--- src/rtl/hazard_pkg.sv ---
// Shared types for the pipeline hazard scheduler: forwarding selects,
// the PC register index and the per-stage scoreboard record.
package hazard_pkg;

  localparam int HZ_REG_W = 4;
  localparam logic [HZ_REG_W-1:0] REG_PC = 4'd15;

  typedef enum logic [1:0] {
    FWD_RF = 2'b00,
    FWD_W  = 2'b01,
    FWD_M  = 2'b10
  } fwd_sel_t;

  typedef struct packed {
    logic                valid;
    logic [HZ_REG_W-1:0] rn;
    logic [HZ_REG_W-1:0] rm;
    logic [HZ_REG_W-1:0] rd;
    logic                reg_write;
    logic                load;
    logic                pc_write;
  } stage_info_t;

  // The M stage beats W; the PC is never forwarded because it has its own write path.
  function automatic fwd_sel_t fwd_select(stage_info_t m, stage_info_t w,
                                          logic [HZ_REG_W-1:0] src);
    if (m.valid && m.reg_write && m.rd == src && m.rd != REG_PC)
      return FWD_M;
    else if (w.valid && w.reg_write && w.rd == src && w.rd != REG_PC)
      return FWD_W;
    else
      return FWD_RF;
  endfunction

endpackage

--- src/rtl/hazard_stage_reg.sv ---
// One scoreboard stage of the hazard scheduler; a bubble loads an empty entry.
module hazard_stage_reg
  import hazard_pkg::*;
(
  input  logic        clk,
  input  logic        reset,
  input  logic        i_bubble,
  input  stage_info_t i_d,
  output stage_info_t o_q
);

  stage_info_t r_q;

  always_ff @(posedge clk or posedge reset) begin
    if (reset)
      r_q <= '0;
    else if (i_bubble)
      r_q <= '0;
    else
      r_q <= i_d;
  end

  assign o_q = r_q;

endmodule

--- src/rtl/hazard_scheduler.sv ---
// Pipeline hazard scheduler: shadow scoreboard of E/M/W driving stalls,
// flushes, E-stage forwarding selects and a saturating load-stall counter.
module hazard_scheduler
  import hazard_pkg::*;
#(
  parameter int REG_W = 4,
  parameter int CNT_W = 16
) (
  input  logic             clk,
  input  logic             reset,
  input  logic             valid_d,
  input  logic [REG_W-1:0] rn_d,
  input  logic [REG_W-1:0] rm_d,
  input  logic [REG_W-1:0] rd_d,
  input  logic             reg_write_d,
  input  logic             load_d,
  input  logic             pc_write_d,
  input  logic             branch_taken_e,
  output logic             stall_f,
  output logic             stall_d,
  output logic             flush_d,
  output logic             flush_e,
  output logic [1:0]       fwd_a_e,
  output logic [1:0]       fwd_b_e,
  output logic [CNT_W-1:0] stall_count
);

  stage_info_t      w_dInfo;
  stage_info_t      w_e;
  stage_info_t      w_m;
  stage_info_t      w_w;
  logic             w_ldStall;
  logic             w_pcPend;
  logic             w_brTaken;
  logic             w_flushE;
  fwd_sel_t         w_fwdA;
  fwd_sel_t         w_fwdB;
  logic [CNT_W-1:0] r_stallCount;

  assign w_dInfo = '{valid:     valid_d,
                     rn:        rn_d,
                     rm:        rm_d,
                     rd:        rd_d,
                     reg_write: reg_write_d,
                     load:      load_d,
                     pc_write:  pc_write_d};

  hazard_stage_reg u_stageE (.clk(clk), .reset(reset), .i_bubble(w_flushE), .i_d(w_dInfo), .o_q(w_e));
  hazard_stage_reg u_stageM (.clk(clk), .reset(reset), .i_bubble(1'b0),     .i_d(w_e),     .o_q(w_m));
  hazard_stage_reg u_stageW (.clk(clk), .reset(reset), .i_bubble(1'b0),     .i_d(w_m),     .o_q(w_w));

  // Every control bit is qualified by the valid of the stage that owns it.
  assign w_ldStall = valid_d & w_e.valid & w_e.load & w_e.reg_write &
                     ((w_e.rd == rn_d) | (w_e.rd == rm_d));
  assign w_pcPend  = (valid_d & pc_write_d) | (w_e.valid & w_e.pc_write) |
                     (w_m.valid & w_m.pc_write);
  assign w_brTaken = branch_taken_e & w_e.valid;
  assign w_flushE  = w_ldStall | w_brTaken;

  assign w_fwdA = fwd_select(w_m, w_w, w_e.rn);
  assign w_fwdB = fwd_select(w_m, w_w, w_e.rm);

  assign stall_f = ~reset & (w_ldStall | w_pcPend);
  assign stall_d = ~reset & w_ldStall;
  assign flush_d = ~reset & (w_pcPend | (w_w.valid & w_w.pc_write) | w_brTaken);
  assign flush_e = ~reset & w_flushE;
  assign fwd_a_e = reset ? FWD_RF : w_fwdA;
  assign fwd_b_e = reset ? FWD_RF : w_fwdB;

  always_ff @(posedge clk or posedge reset) begin
    if (reset)
      r_stallCount <= '0;
    else if (w_ldStall && r_stallCount != {CNT_W{1'b1}})
      r_stallCount <= r_stallCount + {{(CNT_W-1){1'b0}}, 1'b1};
  end

  assign stall_count = r_stallCount;

endmodule

--- config.mk ---
export PLATFORM = sky130hd
export DESIGN_NAME = hazard_scheduler
export DESIGN_NICKNAME = d
export VERILOG_FILES = /design/src/rtl/hazard_pkg.sv /design/src/rtl/hazard_stage_reg.sv /design/src/rtl/hazard_scheduler.sv
export SDC_FILE = /design/constraint.sdc
export NUM_CORES = 1
export LEC_CHECK = 0
export BUFFER_PORTS_ARGS = -buffer_cell sky130_fd_sc_hd__clkbuf_2
export CAP_MARGIN = 20
export CORE_AREA = 2 2 110 59
export CTS_BUF_LIST = sky130_fd_sc_hd__clkbuf_8
export DETAILED_ROUTE_END_ITERATION = 16
export DIE_AREA = 0 0 112 61
export GPL_TIMING_DRIVEN = 0
export PLACE_DENSITY = 0.68
export SYNTH_ARGS = -nofsm -noshare
export SYNTH_HDL_FRONTEND = slang
export SYNTH_HIERARCHICAL = 1
export SYNTH_SLANG_ARGS = --single-unit
--- constraint.sdc ---
create_clock -name clk -period 1.9 [get_ports clk]
set_input_delay 0 -clock clk [delete_from_list [all_inputs] [get_ports clk]]
set_output_delay 0 -clock clk [all_outputs]
set_load 0.03 [all_outputs]
==> results_dict.tcl <==
set metrics [dict create \
    status "complete, no violations" \
    finalSetupViolCount 0 \
    clock_path_buffers 2 \
    fmax_ghz 0.540 \
    antenna_found_initial 0 \
    hp-class "in2reg" \
    worst_pin_slew_ns 0.754 \
    grt_pass1_vias 1513 \
    worstSetupStartpointType "flip-flop" \
    r2r_cells 6 \
    core-area_mm2 0.00586 \
    syn_area_mm2 0.00224 \
    drive_gt1_share_pct 41.5 \
    cts_root_buffer "clkbuf_8" \
    path_max_fanout 5 \
    r2r_slack_ns 0.05 \
    finClkSkew_ns 0.00643 \
    vias 1594 \
    post-route-min-period_ns 1.85 \
    cts_tree "built" \
    vias_per_cell 4.57 \
    path_class "reg2reg" \
    antenna_cells 0 \
    htree_levels 2 \
    highest_layer "met4" \
    antenna_left 0 \
    cts_sinks 46 \
    start_util_pct 38.3 \
    worst_setup_path_end_kind "flip-flop" \
    drt-met1-wl_um 2690 \
    worstPathArrival_ns 2.06 \
    grtUsageTotal_pct 15.1 \
    routabilityCongestion 0.780 \
    drtIter0Drc 48 \
    report.final.slew_viol_count 0 \
    yosys_warnings 6 \
    portBuffers 42 \
    dpl.hpwl_um 3730 \
    die_w_um 112 \
    clk_pin_slew_ns 0.08 \
    hold_viol 0 \
    syn_inst 187 \
    wl_per_cell_um 14.1 \
    hold_path.startpoint "rm_d[2]" \
    clk_latency_ns 0.29 \
    slew_headroom_pct 49.6 \
    rsz0062_at_grt "yes" \
    grt_pass1_wl_um 7740 \
    power_leakage_nw 1.44 \
    std_cell_rows 20 \
    place_ws_ns -0.104 \
    power_density_mw_per_mm2 621 \
    dr.pass1.iters 4 \
    worst_hold_path.endpoint "u_stageE/o_q[9]$_DFF_PP0_" \
    reg2reg_from "u_stageE/o_q[5]$_DFF_PP0_" \
    vdd_drop_max_uv 357 \
    grt_max_degree 17 \
    worst_slack_ns 0.0471 \
    timing.rr.end "stall_count[14]$_DFFE_PP0P_" \
    overflow 0 \
    final_net_count 292 \
    synth.avg_cell_area_um2 12.0 \
    die_area_mm2 0.00683 \
    numCtsBuffers 5 \
    hold_depth 2 \
    fin_util_pct 52.1 \
    max_cap_viol_count 0 \
    area_growth_pct 36.0 \
    wirelength_um 4930 \
    fin_crit_sh_pct 97.5 \
    critical_path_required_ns 2.11 \
    wl_met2_um 2040 \
    drc_errors 0 \
    io_pins 43 \
    die_y_um 61 \
    dr_wl_met3_um 175 \
]
==> layout make-up <==
cell class,count,area (um2)
Clock inverter,2,10.0
Inverter,6,22.5
Buffer,4,45.0
Tap cell,77,96.3
Sequential cell,46,1150
Fill cell,551,2800
Timing Repair Buffer,69,494
Multi-Input combinational cell,140,1160
Clock buffer,5,68.8
==> where the power goes <==
part	switching, mW	internal, mW
Clock	0.298	0.247
Sequential	0.0574	1.02
Combinational	0.130	0.141
Total	0.486	1.41
==> through the flow <==
stage | setup TNS [ns] | std cells | cell area [um2] | hold slack (ns) | power, mW
3_5_place_dp | -1.49 | 315 | 2580 | 0.0619 | 1.32
5_1_grt | -0.389 | 349 | 3050 | 0.00537 | 2.00
3_3_place_gp | -1.28 | 315 | 2580 | 0.0544 | 1.32
2_1_floorplan | 0 | 196 | 2280 | -0.197 | 1.24
4_1_cts | 0 | 347 | 2940 | 0.000159 | 1.91
6_report | 0 | 349 | 3050 | 0.00839 | 1.90
==> per-layer routing <==
metal,global-route usage [%],vias up
li1,-,793
met1,24.5,770
met2,20.3,29
met3,3.40,2
met4,2.61,0
met5,0,-
==> worst max-delay path, cell delays in order (launching register included) <==
cell	delay (ns)
dfrtp_1	0.42
xor2_1	0.17
nor4_2	0.41
o21ai_4	0.12
buf_4	0.19
nor4_2	0.31
xnor2_1	0.15
==> worst max path at each step <==
stage / from / endpoint
after floorplan: stall_count[0]$_DFFE_PP0P_ / stall_count[1]$_DFFE_PP0P_
after global routing: u_stageE/o_q[3]$_DFF_PP0_ / stall_count[5]$_DFFE_PP0P_
final: u_stageE/o_q[5]$_DFF_PP0_ / stall_count[14]$_DFFE_PP0P_
after detailed placement: u_stageE/o_q[4]$_DFF_PP0_ / u_stageE/o_q[14]$_DFF_PP0_
after CTS: u_stageE/o_q[5]$_DFF_PP0_ / stall_count[1]$_DFFE_PP0P_
after global placement: u_stageE/o_q[4]$_DFF_PP0_ / u_stageE/o_q[11]$_DFF_PP0_
==> state kept, by name, indices dropped and copies added, names as in the netlist <==
signal        cells
u_stageM/o_q      7
stall_count      16
u_stageE/o_q     16
u_stageW/o_q      7
==> timing repair <==
action	4_1_cts	5_1_grt
endpoints found under the setup margin	21	32
gates resized for setup	10	21
pin swaps	5	6
hold buffers	19	0
setup buffers	6	2
hold endpoints to repair	61	0
==> cell usage in the layout, fill, tap and decap left out, types with 2 or more instances in the layout <==
cell            n
a21oi_4         2
and2b_2        14
and4_1          2
buf_4           5
buf_6           9
clkbuf_2       39
clkbuf_8        5
clkinv_2        2
conb_1         10
dfrtp_1        46
dlygate4sd3_1  19
inv_1           6
nand2_1         7
nand3_1         6
nand3_2         2
nand4_1         9
nor2_1          3
nor2b_1         3
nor2b_2        13
nor3_1          5
nor3_2          3
nor3_4          3
nor4_2          6
xnor2_1        18
xor2_1         21
No activity file was read; power rests on OpenSTA's default activity.
